$ cat config.mk
export PLATFORM = sky130hd
export DESIGN_NAME = unpacker_right
export DESIGN_NICKNAME = d
export VERILOG_FILES = /design/src/rtl/unpacker_right.sv
export SDC_FILE = /design/constraint.sdc
export NUM_CORES = 1
export LEC_CHECK = 0
export CAP_MARGIN = 15
export CORE_MARGIN = 4
export CORE_UTILIZATION = 49
export DETAILED_ROUTE_END_ITERATION = 12
export HOLD_SLACK_MARGIN = 0.15
export PLACE_DENSITY = 0.86
export SYNTH_ARGS = -nofsm -noshare
export SYNTH_HDL_FRONTEND = slang
export SYNTH_SLANG_ARGS = --single-unit
$ cat constraint.sdc
create_clock -name clk -period 1.7 [get_ports clk]
set_input_delay 0.255 -clock clk [delete_from_list [all_inputs] [get_ports clk]]
set_output_delay 0.255 -clock clk [all_outputs]
set_load 0.005 [all_outputs]
$ cat src/rtl/unpacker_right.sv
// Wide-to-narrow width converter: emits each packed word as OUT_WIDTH slices,
// least-significant first, with a one-word pending buffer behind the shifter.
module unpacker_right #(
    parameter int IN_WIDTH  = 128,
    parameter int OUT_WIDTH = 64,
    localparam int NUM_SLICE = (((IN_WIDTH + OUT_WIDTH - 1) / OUT_WIDTH) < 1) ? 1
                               : ((IN_WIDTH + OUT_WIDTH - 1) / OUT_WIDTH),
    localparam int CNT_W     = $clog2(NUM_SLICE) + 1
) (
    input  logic                 clk,
    input  logic                 rst_n,
    input  logic                 Reset,
    input  logic                 Packed_EnWr,
    output logic                 Packed_RdyWr,
    input  logic [IN_WIDTH-1:0]  Packed_DatWr,
    input  logic [CNT_W-1:0]     Packed_NumWr,
    output logic                 Unpacked_RdyRd,
    input  logic                 Unpacked_EnRd,
    output logic [OUT_WIDTH-1:0] Unpacked_DatRd,
    output logic                 Unpacked_Last
);

    localparam int SREG_W = NUM_SLICE * OUT_WIDTH;

    logic [SREG_W-1:0] sreg_reg;
    logic [SREG_W-1:0] pend_dat_reg;
    logic [CNT_W-1:0]  rcnt_reg;
    logic [CNT_W-1:0]  pend_num_reg;
    logic              pend_vld_reg;

    logic [SREG_W-1:0] load_word;
    logic [CNT_W-1:0]  eff_num;
    logic              rd_fire;
    logic              wr_fire;
    logic              draining;

    // Zero-extend the input word at the top so every slice is full width.
    assign load_word = SREG_W'(Packed_DatWr);

    // A count of zero or beyond the slice count means "whole word".
    assign eff_num = ((Packed_NumWr == '0) || (Packed_NumWr > CNT_W'(NUM_SLICE)))
                     ? CNT_W'(NUM_SLICE) : Packed_NumWr;

    assign Unpacked_RdyRd = (rcnt_reg != '0);
    assign Unpacked_DatRd = sreg_reg[OUT_WIDTH-1:0];
    assign Unpacked_Last  = (rcnt_reg == CNT_W'(1));
    assign Packed_RdyWr   = ~pend_vld_reg;

    assign rd_fire  = Unpacked_EnRd & Unpacked_RdyRd;
    assign wr_fire  = Packed_EnWr & Packed_RdyWr;
    assign draining = rd_fire & (rcnt_reg == CNT_W'(1));

    always_ff @(posedge clk or negedge rst_n) begin
        if (!rst_n) begin
            sreg_reg     <= '0;
            rcnt_reg     <= '0;
            pend_vld_reg <= 1'b0;
            pend_dat_reg <= '0;
            pend_num_reg <= '0;
        end else if (Reset) begin
            // Synchronous clear drops counts only; data registers are don't-care.
            rcnt_reg     <= '0;
            pend_vld_reg <= 1'b0;
        end else if (draining && pend_vld_reg) begin
            sreg_reg     <= pend_dat_reg;
            rcnt_reg     <= pend_num_reg;
            pend_vld_reg <= 1'b0;
        end else if (wr_fire && ((rcnt_reg == '0) || draining)) begin
            // Shifter is free (or frees this edge): bypass the pending buffer.
            sreg_reg <= load_word;
            rcnt_reg <= eff_num;
        end else begin
            if (rd_fire) begin
                sreg_reg <= sreg_reg >> OUT_WIDTH;
                rcnt_reg <= rcnt_reg - CNT_W'(1);
            end
            if (wr_fire) begin
                pend_dat_reg <= load_word;
                pend_num_reg <= eff_num;
                pend_vld_reg <= 1'b1;
            end
        end
    end

endmodule

# Word level (Yosys, flattened, before mapping)
# Cells that the tools add are included.
# totals
out_inout_bits	67
input_bits	135
word_cells	41
register_bits	261
# op_classes
muxes	12
n_addsub	1
bitwise_logic	7
magnitude_cmp	1
eq_ne	2
n_reduce_logical	13
# op_table
op	n
$mux W128	3
$mux W2	5
$reduce_bool A3 Y1	2
$logic_not A2 Y1	2
$mux W1	4
$not A1 Y1	4
$reduce_and A2 Y1	2
$reduce_and A4 Y1	1
$reduce_bool A4 Y1	1
$and A1 B1 Y1	3
$ne A3 B3 Y1 const B	1
$eq A2 B1 Y1 const B	1
$gt A2 B2 Y1 const B	1
$logic_and A1 B1 Y1	2
$logic_or A1 B1 Y1	2
$reduce_bool A2 Y1	1
$sub A2 B1 Y2 const B	1

# Logic depth before layout (Yosys ltp)
# logic_depth
word_depth	8
mapped_depth	8
ltp_nobuf	6

# Worst setup path before layout
# No wires, ideal clock.
# synth_path
path_type	flip-flop to flip-flop
start	register rcnt_reg[0]
end	register sreg_reg[100]
path_slack_ns	-0.046
arrival_time_ns	1.624
path_stages_with_launch	9
cell_sequence	dfrtp_1 > inv_1 > ha_1 > a21o_1 > and2_4 > buf_4 > buf_6 > a221oi_2 > nor2_1
# synth_via
elab_chain_cells	7
word_cells_on_any_way	12
cone_classes	eq/ne: 1; mux: 2; bitwise: 2; reduce/logical: 7
# synth_rtl
element	line_no	rtl
start: declaration	27	logic [CNT_W-1:0] rcnt_reg;
start signal: assignment	66	rcnt_reg <= pend_num_reg;
start signal: assignment	71	rcnt_reg <= eff_num;
start signal: assignment	75	rcnt_reg <= rcnt_reg - CNT_W'(1);
$reduce_bool A2 Y1	44	assign Unpacked_RdyRd = (rcnt_reg != '0);
$and A1 B1 Y1	49	assign rd_fire = Unpacked_EnRd & Unpacked_RdyRd;
$and A1 B1 Y1	51	assign draining = rd_fire & (rcnt_reg == CNT_W'(1));
$logic_or A1 B1 Y1	68	end else if (wr_fire && ((rcnt_reg == '0) || draining)) begin
$logic_and A1 B1 Y1	68	
$reduce_bool A3 Y1 (no line) / $mux W128 (equally long branches)	--	
$reduce_and A2 Y1 (no line) / $mux W128 (equally long branches)	--	
end signal: assignment	65	sreg_reg <= pend_dat_reg;
end signal: assignment	70	sreg_reg <= load_word;
end signal: assignment	74	sreg_reg <= sreg_reg >> OUT_WIDTH;
end: declaration	25	logic [SREG_W-1:0] sreg_reg;
# Parallel ways exist; a longest one is shown, timed or not.
# A chain may end at the register's enable or synchronous reset.

# Final worst setup path
# layout_path
start	register rcnt_reg[0]
end	register sreg_reg[127]
# The elaborated chain is that of the path after synthesis.

==> impl_metrics.env <==
export IMPL_critical_path_cell_chain="inv_2 > ha_4 > buf_6 > nand3b_1 > buf_4 > a21o_4 > buf_6 > a221oi_2 > nor2_1"
export IMPL_finalInstanceArea_mm2=0.0176
export IMPL_grt_remaining_overflow=0
export IMPL_violations="setup timing"
export IMPL_antenna_left=0
export IMPL_crit_start="rcnt_reg[0]$_DFFE_PN0P_"
export IMPL_grt_use_total=0.238
export IMPL_cts_max_level=1
export IMPL_cp_slowest_cell="dfrtp_1"
export IMPL_drt_iter0_drc=789
export IMPL_ys_ff_latch=261
export IMPL_leakage_nw=7.78
export IMPL_floorplan_initialDensity=0.500
export IMPL_synthTopCellsByArea="dfrtp_1 53%, mux2_2 7.4%, a221oi_2 6.9%"
export IMPL_irDropWorstVdd_uv=924
export IMPL_cp_num_buf_inv=4
export IMPL_nNetsFinal=1378
export IMPL_die_h_um=166
export IMPL_layout_setup_ws_ps=-289
export IMPL_die_w_um=166
export IMPL_cap_violations=0
export IMPL_slowest_delay_ps=400
export IMPL_grt_pass1_vias=9711
export IMPL_worstMarginPinSlew_ps=534
export IMPL_reg2reg_to="sreg_reg[127]$_DFFE_PN0P_"
export IMPL_clk_latency_ps=540
export IMPL_nFillCells=1454
export IMPL_hold_violations=0
export IMPL_syn_avg_cell_area_um2=12.1
export IMPL_portBuffers=201
export IMPL_place_hpwl_um=21300
export IMPL_tritoncts="built"
export IMPL_synthCells=1011
export IMPL_min_period_over_period=1.17
export IMPL_cts_made_buffers=28
export IMPL_fin_util=0.719
export IMPL_drt_total_wl_um=40000
export IMPL_finalCriticalPeriod_ps=1990
export IMPL_clock_sinks=261
export IMPL_core_mm2=0.0245
export IMPL_maxSlewViolCount=0
export IMPL_synth_distinct_cells=32
export IMPL_r2r_setup_slack_ps=-290
export IMPL_start_kind="register"
export IMPL_cts_root_buf="clkbuf_16"
export IMPL_routedWlPerCell_um=25.2
export IMPL_reg2reg_from="rcnt_reg[0]$_DFFE_PN0P_"
export IMPL_worst_r2r_cell_count=9
export IMPL_critical_path_class="register to register"
export IMPL_dieArea_mm2=0.0275
export IMPL_crit_path_end="sreg_reg[127]$_DFFE_PN0P_"
export IMPL_status="finished, violations left"
export IMPL_max_freq_ghz=0.503
export IMPL_clock_path_buffers=3
export IMPL_avgViaCountPerCell=6.03
export IMPL_multiInputGateArea_mm2=0.00540
export IMPL_gp_congestion=0.825
export IMPL_hold_path_class="primary input to async pin"
export IMPL_path_depth=9
export IMPL_cp_end_kind="register"
export IMPL_drc=0
export IMPL_clk_pin_slew_ps=60
export IMPL_grt_max_degree=67
export IMPL_yosysWarnings=0
export IMPL_syn_area_mm2=0.0122
export IMPL_total_power_mw=30.7
export IMPL_setup_tns_ps=-43090
export IMPL_grt_pass1_wl_um=53700
export IMPL_path_common_cell="buf_6"
export IMPL_grt_setup_unrepaired="true"
export IMPL_first_pass_iters=5
export IMPL_powerDensity_mw_per_mm2=1750
export IMPL_critPathMaxFanout=6
export IMPL_yosys_area_top_type="dfrtp_1"
export IMPL_rows=57
export IMPL_fin_skew_ps=12.3
export IMPL_synth_seq_area_share=0.534
export IMPL_drive_above_1_share=0.333
export IMPL_whs_ps=270
export IMPL_io_pins=202
export IMPL_crit_family="compound AO/OA/AOI/OAI gates"
export IMPL_slew_limit_headroom=0.644
export IMPL_placed_area_mm2=0.0146
export IMPL_seqCellArea_mm2=0.00653
export IMPL_antenna_found_initial=3
export IMPL_synthesis_nets=1148
export IMPL_cp_required_ps=2110
export IMPL_synth_top_area_frac=0.534
export IMPL_finalSetupViolCount=268
export IMPL_arrival_ps=2400
export IMPL_areaGrowthSynthToFinish_pct=43.8
export IMPL_dr_total_vias=9577
[worst register-to-register path, stage by stage, from the launching register on]
cell and delay (ps):
dfrtp_1 400, inv_2 80, ha_4 160, buf_6 100, nand3b_1 100, buf_4 190
a21o_4 310, buf_6 170, a221oi_2 250, nor2_1 100
[per-layer routing]
metal	part of all wire	up-vias	wire length, um	global-route usage
li1	-	4067	-	-
met5	0	-	0	0
met4	0.060	0	2390	0.114
met2	0.51	467	20500	0.405
met3	0.063	158	2520	0.0474
met1	0.36	4885	14600	0.293
[per-stage QoR]
| stage | cells | setup slack (ps) |
|---|---|---|
| global route | 1589 | -304 |
| CTS | 1551 | -216 |
| floorplan | 1011 | 23.8 |
| global placement | 1474 | -258 |
| finish | 1589 | -289 |
| detailed placement | 1474 | -314 |
[cells by family (layout without fill, tap and decap cells)]
group                    after synthesis  in the layout  share of synthesized area
flip-flops                           261            261                      0.534
buffers and inverters                146            394                     0.0785
AO/OA/AOI/OAI                        137            139                      0.119
AND/OR/NAND/NOR                      270            271                     0.0933
other                                  0              3                          0
multiplexers                         195            195                      0.173
adder cells (fa/ha/maj)                2              2                    0.00205
[power by group]
| part | total (mW) | switching, mW | internal (mW) |
|---|---|---|---|
| clock network | 6.20 | 2.48 | 3.71 |
| logic | 12.8 | 5.55 | 7.30 |
| registers | 11.7 | 2.34 | 9.35 |
[synthesized netlist by cell type (all sizes together)]
cell type / number
o21ai: 3
a32oi: 2
nand2b: 3
and2: 1
buf: 126
inv: 6
clkbuf: 14
nand2: 67
nor3: 2
o211ai: 64
mux2i: 65
nand4: 1
ha: 2
a221oi: 64
dfrtp: 261
nor2: 129
mux2: 130
a21oi: 2
nand3: 64
and2b: 1
and3: 1
a21o: 2
nand3b: 1
[cells in the final DEF (no fill, tap or decap), drive strengths merged, types with 3 or more instances in the layout]
master / synthesis / layout
diode: 0 / 3
buf: 126 / 114
mux2: 130 / 130
nor2: 129 / 129
o21ai: 3 / 3
clkdlybuf4s50: 0 / 197
a221oi: 64 / 64
inv: 6 / 6
clkbuf: 14 / 63
dfrtp: 261 / 261
clkinv: 0 / 6
nand2: 67 / 67
mux2i: 65 / 65
a21o: 2 / 4
nand3: 64 / 64
o211ai: 64 / 64
nand2b: 3 / 3
bufbuf: 0 / 3
[cell type report]
cell class                 instances  area share
inverter                           6     0.00142
multi-input combinational        607       0.307
sequential                       261       0.372
antenna                            3    0.000427
timing repair buffer             337       0.243
clock inverter                     9     0.00555
clock buffer                      42      0.0480
tap                              324      0.0231
[worst min path at each step]
stage,startpoint,cells after the start,to,slack (ps)
after global placement,rst_n,1,sreg_reg[3]$_DFFE_PN0P_,250
final,rst_n,2,sreg_reg[5]$_DFFE_PN0P_,270
after floorplan,rst_n,0,pend_dat_reg[0]$_DFFE_PN0P_,-40
after global routing,rst_n,2,sreg_reg[5]$_DFFE_PN0P_,290
after CTS,rst_n,2,pend_dat_reg[66]$_DFFE_PN0P_,290
after detailed placement,rst_n,1,sreg_reg[69]$_DFFE_PN0P_,250
[timing repair]
item                                   4_1_cts  5_1_grt
gates cloned                                13       24
buffers inserted                            12       15
resized for setup                           58      145
hold buffers                                 1        0
pin swaps                                   24       77
endpoints found under the hold margin      223        0
setup endpoints to repair                  271      294
Note: power is estimated with default switching activity, not from simulation.
